[src/rtl/vector_uram_pkg.sv]
// Shared definitions for the URAM vector store reader/writer pair:
// default geometry, FSM state encoding and the reserved empty address.
package vector_uram_pkg;

  localparam int SIZE_DEF   = 256;
  localparam int ADDR_W_DEF = 6;
  localparam int SETTLE_DEF = 2;
  localparam int RSVD_ADDR  = 0;

  typedef enum logic [1:0] {
    ST_IDLE   = 2'd0,
    ST_LOAD   = 2'd1,
    ST_SETTLE = 2'd2,
    ST_DONE   = 2'd3
  } state_t;

endpackage

[src/rtl/vector_uram_writer.sv]
// Streams a burst of vectors into the URAM vector store at consecutive nonzero
// addresses, then pulses done once the last write is readable (URAM latency).
module vector_uram_writer
  import vector_uram_pkg::*;
#(
  parameter int Size   = SIZE_DEF,
  parameter int ADDR_W = ADDR_W_DEF,
  parameter int SETTLE = SETTLE_DEF
) (
  input  logic              clk,
  input  logic              rst,
  input  logic              start,
  input  logic [ADDR_W-1:0] base_addr,
  input  logic [ADDR_W-1:0] count,
  input  logic              in_valid,
  output logic              in_ready,
  input  logic [Size-1:0]   in_data,
  output logic              mem_we,
  output logic [ADDR_W-1:0] mem_addr,
  output logic [Size-1:0]   mem_din,
  output logic              busy,
  output logic              done,
  output logic              err,
  output state_t            dbg_state
);

  // Valid/ready: a beat is transferred on a rising edge where in_valid and
  // in_ready are both high; the source must hold in_valid/in_data until then.

  localparam int SW = (SETTLE > 1) ? $clog2(SETTLE) : 1;

  state_t              state_q, state_d;
  logic [ADDR_W-1:0]   wr_ptr_q, wr_ptr_d;
  logic [ADDR_W-1:0]   remain_q, remain_d;
  logic [SW-1:0]       settle_q, settle_d;
  logic                err_q, err_d;
  logic                we_q;
  logic [ADDR_W-1:0]   addr_q;
  logic [Size-1:0]     din_q;
  logic                ready;
  logic                beat;

  always_comb begin
    state_d  = state_q;
    wr_ptr_d = wr_ptr_q;
    remain_d = remain_q;
    settle_d = settle_q;
    err_d    = 1'b0;
    ready    = 1'b0;
    beat     = 1'b0;
    case (state_q)
      ST_IDLE: begin
        if (start) begin
          if (base_addr != ADDR_W'(RSVD_ADDR) && count != '0) begin
            wr_ptr_d = base_addr;
            remain_d = count;
            state_d  = ST_LOAD;
          end else begin
            err_d = 1'b1;
          end
        end
      end
      ST_LOAD: begin
        ready = (remain_q != '0);
        beat  = in_valid && ready;
        if (beat) begin
          // Address 0 is the reserved empty slot, so the pointer skips it on wrap.
          wr_ptr_d = (wr_ptr_q == {ADDR_W{1'b1}}) ? ADDR_W'(1) : wr_ptr_q + ADDR_W'(1);
          remain_d = remain_q - ADDR_W'(1);
          if (remain_q == ADDR_W'(1)) begin
            state_d  = ST_SETTLE;
            settle_d = '0;
          end
        end
      end
      ST_SETTLE: begin
        // The first SETTLE cycle coincides with the final registered write.
        if (settle_q == SW'(SETTLE - 1)) begin
          state_d = ST_DONE;
        end else begin
          settle_d = settle_q + SW'(1);
        end
      end
      ST_DONE: begin
        state_d = ST_IDLE;
      end
      default: begin
        state_d = ST_IDLE;
      end
    endcase
  end

  always_ff @(posedge clk or posedge rst) begin
    if (rst) begin
      state_q  <= ST_IDLE;
      wr_ptr_q <= '0;
      remain_q <= '0;
      settle_q <= '0;
      err_q    <= 1'b0;
    end else begin
      state_q  <= state_d;
      wr_ptr_q <= wr_ptr_d;
      remain_q <= remain_d;
      settle_q <= settle_d;
      err_q    <= err_d;
    end
  end

  always_ff @(posedge clk or posedge rst) begin
    if (rst) begin
      we_q   <= 1'b0;
      addr_q <= '0;
      din_q  <= '0;
    end else begin
      we_q <= beat;
      if (beat) begin
        addr_q <= wr_ptr_q;
        din_q  <= in_data;
      end
    end
  end

  assign in_ready  = ready;
  assign mem_we    = we_q;
  assign mem_addr  = addr_q;
  assign mem_din   = din_q;
  assign busy      = (state_q != ST_IDLE);
  assign done      = (state_q == ST_DONE);
  assign err       = err_q;
  assign dbg_state = state_q;

endmodule

[config.mk]
export PLATFORM = sky130hd
export DESIGN_NAME = vector_uram_writer
export DESIGN_NICKNAME = d
export VERILOG_FILES = /design/src/rtl/vector_uram_pkg.sv /design/src/rtl/vector_uram_writer.sv
export SDC_FILE = /design/constraint.sdc
export NUM_CORES = 1
export LEC_CHECK = 0
export ABC_AREA = 0
export BUFFER_PORTS_ARGS = -buffer_cell sky130_fd_sc_hd__buf_2
export CORE_AREA = 4 4 208 210
export CTS_CLUSTER_DIAMETER = 100
export DETAILED_ROUTE_END_ITERATION = 10
export DIE_AREA = 0 0 212 214
export HOLD_SLACK_MARGIN = 0.02
export PLACE_DENSITY_LB_ADDON = 0.12
export RECOVER_POWER = 25
export SYNTH_ARGS = -nofsm -noshare
export SYNTH_HDL_FRONTEND = slang
export SYNTH_SLANG_ARGS = --single-unit
[constraint.sdc]
create_clock -name clk -period 12.7 [get_ports clk]
set_input_delay 2.54 -clock clk [delete_from_list [all_inputs] [get_ports clk]]
set_output_delay 2.54 -clock clk [all_outputs]
set_load 0.005 [all_outputs]
==> results of run 1 <==
[registers in the layout, indices dropped and copies added, names as in the netlist]
| register | count |
|---|---|
| wr_ptr_q | 6 |
| remain_q | 6 |
| err | 1 |
| dbg_state | 2 |
| mem_we | 1 |
| settle_q | 1 |
| mem_addr | 6 |
| mem_din | 256 |
[placed cells by master (no fill, tap or decap), drive strengths merged, types with 3 or more instances in the layout]
cell type	instances
a211oi	7
mux2	266
ha	8
clkbuf	125
o22ai	4
nand2	5
and2	3
nand3	6
nor2b	3
a21oi	12
diode	4
nor4	4
a211o	3
buf	476
nor2	9
dfrtp	279
a31oi	3
mux2i	4
or4	4
inv	14
[layout make-up]
class                           count  share of cell area (%)
Antenna cell                        4                 0.06443
Clock buffer                       54                   6.886
Clock inverter                      3                  0.1128
Inverter                           15                  0.3705
Multi-Input combinational cell    373                   26.14
Sequential cell                   279                   44.94
Tap cell                          539                   4.341
Timing Repair Buffer              547                   17.15
[worst max-delay path, delay by kind of cell]
kind | cells | cell delay [ps]
compound gates | 1 | 2080
buf+inv | 3 | 1970
mux | 1 | 410
simple gates | 1 | 400
[logic make-up (layout without fill, tap and decap cells)]
family	Yosys count	after routing	share of synthesized area (%)
AOI/OAI and AO/OA	47	47	3.226
muxes	270	270	29.05
and+or+nand+nor	48	48	2.598
adders and majority gates	8	8	0.8807
DFF	279	279	61.43
buffers and inverters	51	619	2.818
other	0	4	0
[per-layer routing]
layer | wire length [µm] | vias to the layer above
met5 | 20 | -
met4 | 794 | 4
met3 | 3150 | 54
met2 | 17510 | 292
met1 | 13370 | 3942
li1 | - | 3629
[final timing paths]
path | start | endpoint | slack, ps | depth (start not counted)
max | in_valid | mem_din[6]$_DFFE_PP0P_ | 5580 | 6
min | mem_din[54]$_DFFE_PP0P_ | mem_din[54]$_DFFE_PP0P_ | 500 | 1
max reg2reg | dbg_state[1]$_DFFE_PP0P_ | mem_din[6]$_DFFE_PP0P_ | 6420 | 7
min reg2reg | mem_din[54]$_DFFE_PP0P_ | mem_din[54]$_DFFE_PP0P_ | 500 | 1
max in group asynchronous | rst | mem_din[99]$_DFFE_PP0P_ | 6370 | 4
min in group asynchronous | rst | mem_din[20]$_DFFE_PP0P_ | 3380 | 2
[report_power, final]
group | internal (mW) | total (mW) | switching (mW)
combinational | 0.860 | 1.50 | 0.643
sequential | 1.35 | 1.59 | 0.244
clock | 0.575 | 0.948 | 0.373
==> impl_metrics.csv, run 1 <==
group,metric,value,unit
run_status,outcome,"complete, but fails checks",
run_status,violations,"max-capacitance violations, max-slew violations",
grt,globalRouteMet2Util,25.22,%
critical_path,crit_path_max_fanout,79,
final_layout,multi_input_area,4060,µm²
grt,grt_start_max_net_pins,98,
placed_design,placement.cell_area,14550,µm²
grt,top_usage_layer,"met2",
drt,drt_pre_antenna_iters,4,
clocking,clock_sinks,279,
critical_path,critPathRequiredTime,13100,ps
critical_path,worstPathCellList,"clkbuf_1 -> and2_0 -> a21boi_0 -> buf_4 -> buf_4 -> mux2_2",
final_layout,finalNetCount,1531,
synth,syn-cell-area,11370,µm²
clocking,ctsHoldBuffers,0,
power,leakage_power_summed_over_all_cells,7.388,nW
placed_design,gp_congestion,0.7960,
final_layout,stdcell_area,15530,µm²
grt,wire_length_of_the_first_global_routing_pass,51820,µm
synth,synth_area_leaders,"sky130_fd_sc_hd__dfrtp_1 (61%), sky130_fd_sc_hd__mux2_2 (19%), sky130_fd_sc_hd__mux2_4 (9.4%)",
critical_path,worst_setup_start_kind,"input port",
floorplanning,chipWidth,212,µm
sta,timing.max_slew.rel_slack,-199.5,%
clocking,max-clock-path-buffers,3,
sta,post-route-period-util,56.09,%
power,totalPowerFinal,4.040,mW
sta,tns,0,ps
clocking,cts_made_buffers,35,
synth,yosysUniqueCellTypes,53,
synth,synth.most_common_cell,"sky130_fd_sc_hd__dfrtp_1",
drt,routed-via-count,7921,
final_layout,ratio_of_cells_with_drive_above_1_in_the_final_layout,62.94,%
sta,number_of_hold_violations_in_the_final_report,0,
synth,synth_area_per_cell,16.17,µm²
synth,synth_edf_count,0,
critical_path,cpMaxStageDelayCell,"sky130_fd_sc_hd__a21boi_0",
synth,ys_seq_area_share,61.43,%
floorplanning,core_area,41570,µm²
final_layout,layout.filler_cells,4124,
drt,ant_nets,0,
grt,grt_usage,14.71,%
synth,synthDominantAreaCellType,"sky130_fd_sc_hd__dfrtp_1",
sta,finalSetupViolations,0,
drt,drt_wl_total,34850,µm
clocking,clk_transition_reported_paths,50,ps
grt,grt_util_met3,5.492,%
drt,drt_iter0_drc,301,
synth,ys_ff_latch,279,
final_layout,finish.utilization,37.37,%
min_path,worst_hold_path_type,"register to register",
drt,post-route-drc-count,0,
floorplanning,die-area,45370,µm²
placed_design,dp_cells,1753,
synth,synth_top_area_share,61.43,%
placed_design,io_buffers,540,
sta,fin_crit,7124,ps
grt,antenna_found_initial,6,
drt,viasPerCell,4.367,
placed_design,dp_worst_setup_slack,6762,ps
clocking,clk_latency,520,ps
sta,finalHoldWorstSlack,498.7,ps
sta,slew_at_the_pin_closest_to_its_max_slew_limit,4468,ps
floorplanning,start_util,27.34,%
critical_path,critical_path.endpoint_type,"register",
clocking,cts_max_level,2,
synth,synthCells,703,
power,max-vdd-ir-drop,0.0001257,V
sta,fin_skew,11.85,ps
critical_path,critical_path.max_stage_delay,2080,ps
critical_path,critPathKind,"input port to register",
synth,postSynth.topFlopCell,"sky130_fd_sc_hd__dfrtp_1",
flow_run,count_of_max_cap_constraint_violations,2,
sta,timing.fmax,0.1404,GHz
sta,report.final.slew_viol_count,119,
floorplanning,floorplan.rows,75,
clocking,cts_tree,"built",
grt,grt.met1_usage,16.95,%
grt,grt_overflow,0,
sta,timing.final.ws_setup,5576,ps
grt,via_count_of_the_first_global_routing_pass,8412,
synth,mappedNetlistNets,983,
placed_design,detailedPlacementHpwl,26130,µm
floorplanning,boundaryPins,541,
final_layout,seq_area,6982,µm²
final_layout,layout.cells.non_filler,1814,
power,cellPowerDensity,260.1,nW/µm²
synth,ys.warnings.count,0,
final_layout,area_growth,36.68,%
synth,synth_top_cells_by_count,"sky130_fd_sc_hd__dfrtp_1 (279), sky130_fd_sc_hd__mux2_2 (195), sky130_fd_sc_hd__mux2_4 (71)",
critical_path,worst_ep_arrival_time,7520,ps
clocking,post-cts-setup-buffer-count,0,
synth,fraction_of_registers_with_async_set_or_reset_after_synthesis,100.0,%
floorplanning,chipHeight,214,µm
sta,rsz0062_at_grt,"false",
drt,detail_route.wl_per_cell,19.21,µm
clocking,post_cts_resized,0,
clocking,cts_root_buffer,"sky130_fd_sc_hd__clkbuf_16",
critical_path,critPathMostFrequentCell,"sky130_fd_sc_hd__buf_4",
Power figures use the tool's default switching activity.
==> inputs of run 2 (changes only) <==
==> constraint.sdc (replaced) <==
create_clock -name clk -period 7.3 [get_ports clk]
set_input_delay 1.46 -clock clk [delete_from_list [all_inputs] [get_ports clk]]
set_output_delay 1.46 -clock clk [all_outputs]
set_load 0.005 [all_outputs]
==> impl_metrics.csv, run 2 (synthesized netlist as in run 1, its figures left out) <==
group,metric,value,unit
run_status,outcome,"complete, no violations",
sta,fin_skew,16.17,ps
sta,fin_crit,3575,ps
critical_path,worstPathCellList,"buf_2 -> and2_1 -> a21boi_4 -> buf_4 -> buf_4 -> mux2_2",
critical_path,critical_path.max_stage_delay,810,ps
sta,timing.fmax,0.2797,GHz
critical_path,setup.worst_path.end,"mem_din[2]$_DFFE_PP0P_",
critical_path,critical_path_cell_count,6,
flow_run,count_of_max_cap_constraint_violations,0,
drt,drt_wl_total,34430,µm
critical_path,worst_setup_start_kind,"input port",
clocking,clk_transition_reported_paths,50,ps
sta,timing.max_slew.rel_slack,22.97,%
sta,slew_at_the_pin_closest_to_its_max_slew_limit,1155,ps
critical_path,critical_path.endpoint_type,"register",
drt,drt_iter0_drc,368,
sta,report.final.slew_viol_count,0,
grt,grt_usage,14.67,%
critical_path,timing.critical_path.from,"in_valid",
floorplanning,die-area,45370,µm²
clocking,ctsHoldBuffers,0,
clocking,cts_max_level,2,
drt,routed-via-count,7949,
critical_path,worst_ep_arrival_time,3980,ps
grt,antenna_found_initial,5,
grt,wire_length_of_the_first_global_routing_pass,52080,µm
grt,via_count_of_the_first_global_routing_pass,8652,
final_layout,area_growth,36.56,%
critical_path,cpMaxStageDelayCell,"sky130_fd_sc_hd__buf_4",
floorplanning,chipWidth,212,µm
drt,ant_nets,0,
final_layout,final_cell_mix,"sky130_fd_sc_hd__buf_2 (442), sky130_fd_sc_hd__dfrtp_1 (279), sky130_fd_sc_hd__mux2_2 (195)",
final_layout,finalNetCount,1530,
clocking,cts_tree,"built",
floorplanning,start_util,27.34,%
critical_path,r2r_setup_slack,3780,ps
power,totalPowerFinal,6.996,mW
drt,drt_pre_antenna_iters,4,
final_layout,multi_input_area,4071,µm²
sta,number_of_hold_violations_in_the_final_report,0,
power,cellPowerDensity,450.7,nW/µm²
grt,grt_overflow,0,
clocking,cts_root_buffer,"sky130_fd_sc_hd__clkbuf_16",
min_path,worst_hold_path_type,"register to register",
grt,grt_start_max_net_pins,154,
final_layout,mostFrequentLayoutCell,"sky130_fd_sc_hd__buf_2",
sta,finalSetupViolations,0,
placed_design,io_buffers,540,
sta,post-route-period-util,48.98,%
final_layout,layout.cells.non_filler,1814,
clocking,cts_made_buffers,34,
critical_path,critPathKind,"input port to register",
final_layout,seq_area,6982,µm²
critical_path,path_buf_inv,3,
critical_path,crit_path_max_fanout,59,
sta,tns,0,ps
drt,viasPerCell,4.382,
final_layout,layout.filler_cells,4197,
final_layout,ratio_of_cells_with_drive_above_1_in_the_final_layout,61.02,%
power,max-vdd-ir-drop,0.0002287,V
critical_path,source_of_the_worst_register_to_register_timing_path,"dbg_state[1]$_DFFE_PP0P_",
power,leakage_power_summed_over_all_cells,7.319,nW
floorplanning,floorplan.rows,75,
floorplanning,chipHeight,214,µm
placed_design,gp_congestion,0.7543,
clocking,clock_sinks,279,
clocking,post_cts_resized,0,
clocking,clk_latency,520,ps
floorplanning,core_area,41570,µm²
sta,rsz0062_at_grt,"false",
critical_path,critPathTopFamily,"buffers and inverters",
clocking,max-clock-path-buffers,3,
floorplanning,boundaryPins,541,
placed_design,detailedPlacementHpwl,25460,µm
final_layout,largest_reg_flops,256,
critical_path,critPathRequiredTime,7700,ps
critical_path,critPathMostFrequentCell,"sky130_fd_sc_hd__buf_4",
drt,detail_route.wl_per_cell,18.98,µm
critical_path,crit-reg2reg-capture,"mem_din[2]$_DFFE_PP0P_",
placed_design,dp_cells,1753,
drt,post-route-drc-count,0,
critical_path,reg2reg_depth,8,
clocking,post-cts-setup-buffer-count,0,
==> run 2: cell types whose count changed in the layout (fill, tap and decap cells not counted), sizes merged <==
cell,delta
inv,+1
clkinv,+1
buf,-27
diode,+1
clkinvlp,-1
clkbuf,+24
bufinv,+1
==> run 2: final cells by class <==
type                    count  share of cell area [%]
diodes                      5                 0.08061
clock buffers              51                   6.481
clock inverters             5                  0.3708
inverters                  15                  0.3869
multi-input cells         373                   26.23
flip-flops and latches    279                   44.98
well taps                 539                   4.345
repair buffers            547                   17.12
==> run 2: through the flow <==
stage               setup slack [ps]  util [%]  hold WS [ps]  area, µm²
CTS                             3728     37.60         501.7      15630
global placement                3195     35.04         484.3      14570
global route                    3565     37.31         509.8      15510
floorplan                       2147         -         505.3      11370
detailed placement              3155     35.04         487.7      14570
finish                          3725     37.34         496.9      15520
==> run 2: power by group <==
group          switching [mW]  internal [mW]
registers               0.420           2.34
clock network           0.639          0.983
logic                    1.13           1.49
total                    2.19           4.81
==> run 2: how the worst min path moves through the flow <==
stage / startpoint / to / cells after the start
2_1_floorplan: mem_din[143]$_DFFE_PP0P_ / mem_din[143]$_DFFE_PP0P_ / 1
3_3_place_gp: mem_din[29]$_DFFE_PP0P_ / mem_din[29]$_DFFE_PP0P_ / 1
3_5_place_dp: mem_din[139]$_DFFE_PP0P_ / mem_din[139]$_DFFE_PP0P_ / 1
4_1_cts: mem_din[228]$_DFFE_PP0P_ / mem_din[228]$_DFFE_PP0P_ / 1
5_1_grt: mem_din[216]$_DFFE_PP0P_ / mem_din[216]$_DFFE_PP0P_ / 1
6_report: mem_din[220]$_DFFE_PP0P_ / mem_din[220]$_DFFE_PP0P_ / 1
==> run 2: worst register-to-register path, delay by kind of cell (launching register included) <==
family / cells / cell delay [ps]
buffers and inverters: 4 / 1790
muxes: 1 / 450
DFF: 1 / 410
and+or+nand+nor: 1 / 340
AOI/OAI and AO/OA: 1 / 260
adders and majority gates: 1 / 150
==> run 2: per-layer routing <==
metal | global-route usage (%) | up-vias | wire, µm
met5 | 0 | - | 27
met4 | 4.517 | 4 | 807
met3 | 5.272 | 52 | 3010
met2 | 25.83 | 309 | 17500
met1 | 16.55 | 3954 | 13080
li1 | - | 3630 | -
